$ cat src/rtl/decode_stage.sv
// RV32I decode stage: splits the instruction, reads operands with writeback forwarding, builds the immediate.
// Latency: one cycle from accepted input to out_valid; register file read addresses are combinational.
// Backpressure: valid/ready skid-free; a held bundle stalls fetch and keeps tracking writeback into its operands.
module decode_stage #(
    parameter bit BYPASS = 1'b1
) (
    input  logic        clk,
    input  logic        reset,
    input  logic        in_valid,
    output logic        in_ready,
    input  logic [31:0] in_instr,
    input  logic [31:0] in_pc,
    output logic [4:0]  rf_read_reg1,
    output logic [4:0]  rf_read_reg2,
    input  logic [31:0] rf_read_data1,
    input  logic [31:0] rf_read_data2,
    input  logic        wb_regwrite,
    input  logic [4:0]  wb_write_reg,
    input  logic [31:0] wb_write_data,
    input  logic        flush,
    output logic        out_valid,
    input  logic        out_ready,
    output logic [31:0] out_pc,
    output logic [31:0] out_rs1_val,
    output logic [31:0] out_rs2_val,
    output logic [31:0] out_imm,
    output logic [4:0]  out_rs1,
    output logic [4:0]  out_rs2,
    output logic [4:0]  out_rd,
    output logic [6:0]  out_opcode,
    output logic [2:0]  out_funct3,
    output logic        out_funct7b5,
    output logic        out_illegal
);

    localparam logic [6:0] OP_LOAD   = 7'b0000011;
    localparam logic [6:0] OP_FENCE  = 7'b0001111;
    localparam logic [6:0] OP_IMM    = 7'b0010011;
    localparam logic [6:0] OP_AUIPC  = 7'b0010111;
    localparam logic [6:0] OP_STORE  = 7'b0100011;
    localparam logic [6:0] OP_REG    = 7'b0110011;
    localparam logic [6:0] OP_LUI    = 7'b0110111;
    localparam logic [6:0] OP_BRANCH = 7'b1100011;
    localparam logic [6:0] OP_JALR   = 7'b1100111;
    localparam logic [6:0] OP_JAL    = 7'b1101111;
    localparam logic [6:0] OP_SYSTEM = 7'b1110011;

    typedef struct packed {
        logic [31:0] pc;
        logic [31:0] rs1_val;
        logic [31:0] rs2_val;
        logic [31:0] imm;
        logic [4:0]  rs1;
        logic [4:0]  rs2;
        logic [4:0]  rd;
        logic [6:0]  opcode;
        logic [2:0]  funct3;
        logic        funct7b5;
        logic        illegal;
    } bundle_t;

    bundle_t     bundle_q, bundle_d;
    logic        valid_q, valid_d;
    logic        capture;
    logic [31:0] imm_dec;
    logic        legal_dec;
    logic [31:0] rs1_val_dec, rs2_val_dec;
    logic        upd_rs1, upd_rs2;

    assign rf_read_reg1 = in_instr[19:15];
    assign rf_read_reg2 = in_instr[24:20];
    assign in_ready     = !valid_q || out_ready || flush;
    assign capture      = in_valid && in_ready && !flush;

    // Immediate selection and legality check by opcode; illegal words carry a zero immediate.
    always_comb begin
        imm_dec   = '0;
        legal_dec = 1'b1;
        case (in_instr[6:0])
            OP_IMM, OP_LOAD, OP_JALR, OP_SYSTEM:
                imm_dec = {{20{in_instr[31]}}, in_instr[31:20]};
            OP_STORE:
                imm_dec = {{20{in_instr[31]}}, in_instr[31:25], in_instr[11:7]};
            OP_BRANCH:
                imm_dec = {{19{in_instr[31]}}, in_instr[31], in_instr[7],
                           in_instr[30:25], in_instr[11:8], 1'b0};
            OP_LUI, OP_AUIPC:
                imm_dec = {in_instr[31:12], 12'b0};
            OP_JAL:
                imm_dec = {{11{in_instr[31]}}, in_instr[31], in_instr[19:12],
                           in_instr[20], in_instr[30:21], 1'b0};
            OP_REG, OP_FENCE:
                imm_dec = '0;
            default:
                legal_dec = 1'b0;
        endcase
        if (in_instr[1:0] != 2'b11) begin
            legal_dec = 1'b0;
        end
        if (!legal_dec) begin
            imm_dec = '0;
        end
    end

    // Operand capture: x0 reads as zero, a same-cycle writeback to the source wins over the register file.
    always_comb begin
        rs1_val_dec = rf_read_data1;
        rs2_val_dec = rf_read_data2;
        if (BYPASS && wb_regwrite && (wb_write_reg == rf_read_reg1)) begin
            rs1_val_dec = wb_write_data;
        end
        if (BYPASS && wb_regwrite && (wb_write_reg == rf_read_reg2)) begin
            rs2_val_dec = wb_write_data;
        end
        if (rf_read_reg1 == 5'd0) begin
            rs1_val_dec = '0;
        end
        if (rf_read_reg2 == 5'd0) begin
            rs2_val_dec = '0;
        end
    end

    // A stalled bundle must not go stale: writeback into one of its sources refreshes the held operand.
    assign upd_rs1 = BYPASS && valid_q && !capture && wb_regwrite &&
                     (wb_write_reg != 5'd0) && (wb_write_reg == bundle_q.rs1);
    assign upd_rs2 = BYPASS && valid_q && !capture && wb_regwrite &&
                     (wb_write_reg != 5'd0) && (wb_write_reg == bundle_q.rs2);

    // Next bundle and valid: flush beats capture, capture beats drain, otherwise hold.
    always_comb begin
        bundle_d = bundle_q;
        valid_d  = valid_q;
        if (flush) begin
            valid_d = 1'b0;
        end else if (capture) begin
            valid_d = 1'b1;
        end else if (out_ready) begin
            valid_d = 1'b0;
        end
        if (capture) begin
            bundle_d.pc       = in_pc;
            bundle_d.rs1_val  = rs1_val_dec;
            bundle_d.rs2_val  = rs2_val_dec;
            bundle_d.imm      = imm_dec;
            bundle_d.rs1      = in_instr[19:15];
            bundle_d.rs2      = in_instr[24:20];
            bundle_d.rd       = in_instr[11:7];
            bundle_d.opcode   = in_instr[6:0];
            bundle_d.funct3   = in_instr[14:12];
            bundle_d.funct7b5 = in_instr[30];
            bundle_d.illegal  = !legal_dec;
        end else begin
            if (upd_rs1) begin
                bundle_d.rs1_val = wb_write_data;
            end
            if (upd_rs2) begin
                bundle_d.rs2_val = wb_write_data;
            end
        end
    end

    // Output register; reset clears the bundle immediately, independent of the clock.
    always_ff @(posedge clk or negedge reset) begin
        if (!reset) begin
            valid_q  <= 1'b0;
            bundle_q <= '0;
        end else begin
            valid_q  <= valid_d;
            bundle_q <= bundle_d;
        end
    end

    assign out_valid    = valid_q;
    assign out_pc       = bundle_q.pc;
    assign out_rs1_val  = bundle_q.rs1_val;
    assign out_rs2_val  = bundle_q.rs2_val;
    assign out_imm      = bundle_q.imm;
    assign out_rs1      = bundle_q.rs1;
    assign out_rs2      = bundle_q.rs2;
    assign out_rd       = bundle_q.rd;
    assign out_opcode   = bundle_q.opcode;
    assign out_funct3   = bundle_q.funct3;
    assign out_funct7b5 = bundle_q.funct7b5;
    assign out_illegal  = bundle_q.illegal;

endmodule

$ cat config.mk
export PLATFORM = sky130hd
export DESIGN_NAME = decode_stage
export DESIGN_NICKNAME = d
export VERILOG_FILES = /design/src/rtl/decode_stage.sv
export SDC_FILE = /design/constraint.sdc
export NUM_CORES = 1
export LEC_CHECK = 0
export ABC_AREA = 1
export ABC_CLOCK_PERIOD_IN_PS = 1850
export CAP_MARGIN = 20
export CORE_UTILIZATION = 36
export DETAILED_ROUTE_END_ITERATION = 8
export PLACE_DENSITY = 0.68
export SLEW_MARGIN = 20
export SYNTH_ARGS = -nofsm -noshare
export SYNTH_HDL_FRONTEND = slang
export SYNTH_SLANG_ARGS = --single-unit
export TNS_END_PERCENT = 30
$ cat constraint.sdc
create_clock -name clk -period 1.85 [get_ports clk]
set_clock_uncertainty 0.15 [all_clocks]
set_input_delay 0.2775 -clock clk [delete_from_list [all_inputs] [get_ports clk]]
set_output_delay 0.2775 -clock clk [all_outputs]
set_load 0.005 [all_outputs]
==> results of run 1 <==
==> cells in the mapped netlist, drive strengths merged <==
cell	n
dfrtp	156
buf	53
nor2	14
clkbuf	24
xnor2	10
nand4	4
o21ai	25
and2	2
a21oi	1
nand2	668
inv	124
nand3	165
nor3	6
==> logic make-up after synthesis <==
family                    count (synthesis)  synth area share (%)
buffers and inverters                   201                  10.8
and+or+nand+nor                         859                  41.1
xor gates and xnor gates                 10                  1.02
DFF                                     156                  45.6
AOI/OAI and AO/OA                        26                  1.52
==> worst max-delay path: stages <==
cell and delay, ns:
clkdlybuf4s50_1 0.49, buf_4 0.12, clkdlybuf4s50_1 0.50
==> power breakdown <==
group	leakage (nW)	internal, mW	total [mW]	switching, mW
logic	4.93	1.66	2.93	1.27
clock network	0.279	1.81	3.52	1.70
registers	1.99	3.88	4.19	0.319
total	7.19	7.35	10.6	3.29
==> final cells by class <==
type,instances,area share [%]
Timing Repair Buffer,422,33.0
Sequential cell,156,28.6
Multi-Input combinational cell,895,27.6
Inverter,124,3.53
Clock buffer,18,3.15
Tap cell,319,2.93
Clock inverter,14,1.14
Antenna cell,1,0.0184
==> metrics by stage <==
stage	total power, mW	hold WS, ns	area [um^2]	setup WS [ns]
final	10.6	0.0914	13600	0.0373
after global routing	11.2	0.113	13600	-0.0110
after CTS	10.7	0.174	13300	0.00649
after detailed placement	7.10	0.0481	12700	-0.437
after global placement	7.08	0.0467	12700	-0.413
after floorplan	5.16	-0.168	8560	0.268
==> final timing paths <==
| kind | endpoint | slack, ns |
|---|---|---|
| setup / recovery | rf_read_reg1[0] | 0.04 |
| hold / removal | out_rs2[1] | 0.09 |
| setup reg to reg | out_rs1_val[3] | 0.07 |
| hold reg to reg | out_pc[26] | 0.33 |
| max in group asynchronous | out_rs1_val[15] | 0.81 |
| min in group asynchronous | out_rs1_val[9] | 0.18 |
==> state kept, by name, summed over array words and instances (netlist names) <==
register	count
out_imm	32
out_pc	32
out_rs1_val	32
out_rs2_val	32
out_opcode	7
out_rd	5
out_rs1	5
out_rs2	5
out_funct3	3
out_funct7b5	1
out_illegal	1
out_valid	1
==> per-layer routing <==
| layer | wire length [um] | GRT usage [%] |
|---|---|---|
| met1 | 12500 | 30.2 |
| met2 | 16400 | 46.0 |
| met3 | 3010 | 7.20 |
| met4 | 781 | 9.85 |
| met5 | 18 | 0 |
==> what timing repair did <==
action | CTS | global route
endpoints found under the setup margin | 13 | 73
endpoints found under the hold margin | 156 | 0
setup buffers | 1 | 0
resized for setup | 15 | 32
cloned | 0 | 9
hold buffers | 1 | 0
==> out/results.txt, run 1 <==
Core Util, Final: 58.2%
Initial antenna violation count: 4
Crit Path Max Fanout: 2
H-tree Lvls: 4
Final Hold Viols: 0
Largest net degree at the start of global routing: 70
Clk sinks: 156
Sequential-to-total area share from yosys stat: 45.6%
Status: completed
Min Tclk post-route: 1.81 ns
Setup crit start: in_instr[15]
# port buffers: 337
Post-synth top area share: 45.6%
Post-route non-filler standard cell count: 1949
Fraction of layout instances using a drive strength above 1: 8.78%
# fillers: 2213
Dominant cells by area after synthesis: dfrtp_1, nand2_1, nand3_1
Reg2reg path depth: 9
Grt ovf: 0
Worst EP required: 1.42 ns
Initial Util: 36.6%
Post-Syn Instances: 1252
Die X: 156 um
Post-synth top area cell: dfrtp_1
Syn nets: 1423
RD Place Congestion: 0.872
Vias in the first global route: 9057
Avg Cell Area, Syn: 6.84 um^2
Top Ports: 338
Final ANT Viol Nets: 0
Initial DRC Count: 721
Root Driver: clkbuf_16
Worst hold path depth: 3
Die Footprint: 24400 um^2
Slew margin rel.: 76.0%
DRC Markers: 0
Synth cell types: 22
Startpoint Class: primary input
Total track usage: 26.2%
Setup CP Type: in -> out
Netlist Area Pre-Place: 8560 um^2
Slew @ Worst Pin: 0.360 ns
Worst EP arrival: 1.39 ns
Fin. max-slew vios: 0
First-pass GRT wire length: 48.9 mm
Most frequent cells in the layout: nand2_1, clkdlybuf4s50_1, nand3_1
Leakage: 7.19 nW
DR vias: 9379
RSZ-0062 raised after global routing: true
Commonest non-fill, non-tap cell in the layout: nand2_1
Crit. End Element: output port
Hold Startpoint: in_instr[21]
Die Y: 156 um
Core area: 23400 um^2
CTS tree: done
Placed cells: 1905
Cts bufs inserted: 17
Detailed Place HPWL: 22.7 mm
Multi-input gate area: 3770 um^2
Worst-path clk slew: 0.07 ns
Setup TNS: 0 ns
Pre-Repair DR Iteration Count: 5
Row count: 56
Final #Nets: 1787
P&R area growth vs syn: 59.2%
YS warnings: 0
Hold Path Class: in -> reg
#FFs+latches synth: 156
Pwr/cell area: 781 nW/um^2
Clock Tree Buf Depth: 2
Clk_lat worst skew: 0.42 ns
WL final: 32.8 mm
Setup violators final: 0
Register Area: 3900 um^2
Fin crit share: 98.0%
Fmax: 0.552 GHz
Worst VDD drop: 0.553 mV
MaxCap Viol Count: 0
Routed len/inst: 16.8 um
Worst R2R Start: out_valid
Vias/cell: 4.81
No activity file was read; power rests on OpenSTA's default activity.
==> run 2: changes to the inputs <==
--- a/config.mk
+++ b/config.mk
@@ -8,10 +8,10 @@
 export ABC_AREA = 1
 export ABC_CLOCK_PERIOD_IN_PS = 1850
 export CAP_MARGIN = 20
-export CORE_UTILIZATION = 36
+export CORE_UTILIZATION = 44
 export DETAILED_ROUTE_END_ITERATION = 8
-export PLACE_DENSITY = 0.68
-export SLEW_MARGIN = 20
+export PLACE_DENSITY = 0.81
+export SLEW_MARGIN = 5
 export SYNTH_ARGS = -nofsm -noshare
 export SYNTH_HDL_FRONTEND = slang
 export SYNTH_SLANG_ARGS = --single-unit
==> out/results.txt, run 2 (same netlist as run 1, synthesis figures left out) <==
Status: completed
Fin crit share: 99.6% (+1.7 points)
Tot Pwr: 10.8 mW (+1.2%)
Slew @ Worst Pin: 0.509 ns (+0.148 ns)
Largest net degree at the start of global routing: 49 (-30%)
H-tree Lvls: 4 (unchanged)
Slew margin rel.: 66.1% (-9.9 points)
Final Hold Viols: 0 (unchanged)
Initial antenna violation count: 4 (unchanged)
Die Footprint: 20000 um^2 (-18%)
Post-route cell area: 13300 um^2 (-2.7%)
MaxCap Viol Count: 0 (unchanged)
Crit Path Max Fanout: 3 (+1)
Worst VDD drop: 0.666 mV (+20%)
Routed len/inst: 16.2 um (-3.7%)
Final ANT Viol Nets: 0 (unchanged)
Row count: 50 (-11%)
Crit. End Element: output port
Initial DRC Count: 633 (-12%)
Multi-input gate area: 3760 um^2 (-0.20%)
Part of the power in combinational logic: 26.3% (-1.2 points)
Root Driver: clkbuf_16
Worst hold path depth: 3 (unchanged)
Hold Path Class: in -> reg
# port buffers: 337 (unchanged)
Total track usage: 31.1% (+4.9 points)
Min Tclk post-route: 1.84 ns (+0.0307 ns)
Reg-to-reg slack, setup: 0.19 ns (+0.12 ns)
Most frequent cells in the layout: nand2_1, clkdlybuf4s50_1, nand3_1
Die Y: 141 um (-9.4%)
Final #Nets: 1778 (-0.50%)
Worst R2R Start: out_valid
# fillers: 1577 (-29%)
Worst EP arrival: 1.42 ns (+0.03 ns)
Setup CP Type: in -> out
Clock Power Share: 34.8% (+1.8 points)
Setup TNS: 0 ns (unchanged)
DRC Markers: 0 (unchanged)
DR vias: 9495 (+1.2%)
Top Ports: 338 (unchanged)
Grt ovf: 0 (unchanged)
Pre-Repair DR Iteration Count: 5 (unchanged)
Core area: 18900 um^2 (-19%)
Fin. max-slew vios: 0 (unchanged)
Die X: 141 um (-9.4%)
Clock Tree Buf Depth: 2 (unchanged)
Clk_lat worst skew: 0.42 ns (about the same)
DP Area: 12600 um^2 (-1.1%)
P&R area growth vs syn: 54.9%
RD Place Congestion: 0.929 (+6.5%)
Seq pwr share: 38.9% (-0.5 points)
Pwr/cell area: 812 nW/um^2 (+3.9%)
Detailed Place HPWL: 22.5 mm (-1.1%)
Register Area: 3900 um^2 (unchanged)
Postcts setup bufs: 0 (-1)
WL final: 30.4 mm (-7.0%)
Worst EP required: 1.42 ns (about the same)
Reg2reg path depth: 7 (-2)
Vias in the first global route: 9364 (+3.4%)
Vias/cell: 5.05 (+4.8%)
Fmax: 0.542 GHz (-1.7%)
Leakage: 7.09 nW (-1.4%)
Hold endpoint: out_opcode[5]
Commonest non-fill, non-tap cell in the layout: nand2_1
Pint: 7.65 mW (+4.1%)
Hold Startpoint: in_instr[5]
Fraction of layout instances using a drive strength above 1: 7.84% (-0.94 points)
Worst r2r dst: out_rs2_val[20]
Clk sinks: 156 (unchanged)
Net switching power: 3.12 mW (-5.4%)
First-pass GRT wire length: 48.2 mm (-1.5%)
Startpoint Class: primary input
Cts bufs inserted: 17 (unchanged)
CTS tree: done
Core Util, Final: 70.2% (+12 points)
Sw Ratio: 28.9% (-2.0 points)
Initial Util: 45.3% (+8.7 points)
Setup violators final: 0 (unchanged)
Worst-path clk slew: 0.07 ns (about the same)
==> run 2: cell type report <==
class	count	share of cell area [%]
Timing Repair Buffer	413	31.5
Sequential cell	156	29.4
Multi-Input combinational cell	895	28.3
Inverter	124	3.51
Clock buffer	17	3.21
Tap cell	260	2.45
Clock inverter	15	1.54
Antenna cell	2	0.0377
==> run 2: power by group through the flow <==
stage	clock network (mW)	registers (mW)	logic (mW)
2_1_floorplan	0	4.23	0.930
3_3_place_gp	0	4.24	2.79
3_5_place_dp	0	4.24	2.84
4_1_cts	3.80	4.19	2.85
5_1_grt	3.95	4.24	3.08
6_report	3.74	4.19	2.83
==> run 2: per-stage QoR <==
stage	setup slack, ns	hold WS [ns]	cells
floorplan	0.268	-0.168	1252
CTS	0.0102	0.195	1880
global placement	-0.362	0.0969	1847
finish	0.00666	0.0761	1882
global route	-0.0223	0.0983	1882
detailed placement	-0.394	0.0900	1847
==> run 2: worst max-delay path, stage by stage <==
cell and delay [ns]:
clkdlybuf4s50_1 0.47, buf_4 0.12, clkdlybuf4s50_1 0.54
==> run 2: what timing repair did <==
action                                  CTS  global route
endpoints found under the setup margin   12            71
endpoints found under the hold margin    37             0
gates resized for setup                  12            11
hold buffers                              1             0
pin swaps                                 0             0
==> run 2: how the worst max path moves through the flow <==
stage	startpoint	to	slack [ns]
after floorplan	out_valid	out_rs1_val[10]	0.27
after global placement	in_instr[23]	out_rs2_val[25]	-0.36
after detailed placement	in_instr[22]	out_rs2_val[25]	-0.39
after CTS	out_rs2[2]	out_rs2[2]	0.01
after global routing	in_instr[3]	out_imm[10]	-0.02
final	in_instr[20]	rf_read_reg2[0]	0.007
==> run 2: routing by layer <==
layer  up-vias  global-route usage (%)  share of wire (%)
met2       481                    54.1                 50
met1      4415                    35.9                 37
met4         4                    12.2                3.4
li1       4528                       -                  -
met3        67                    9.25                9.7
met5         -                       0              0.089
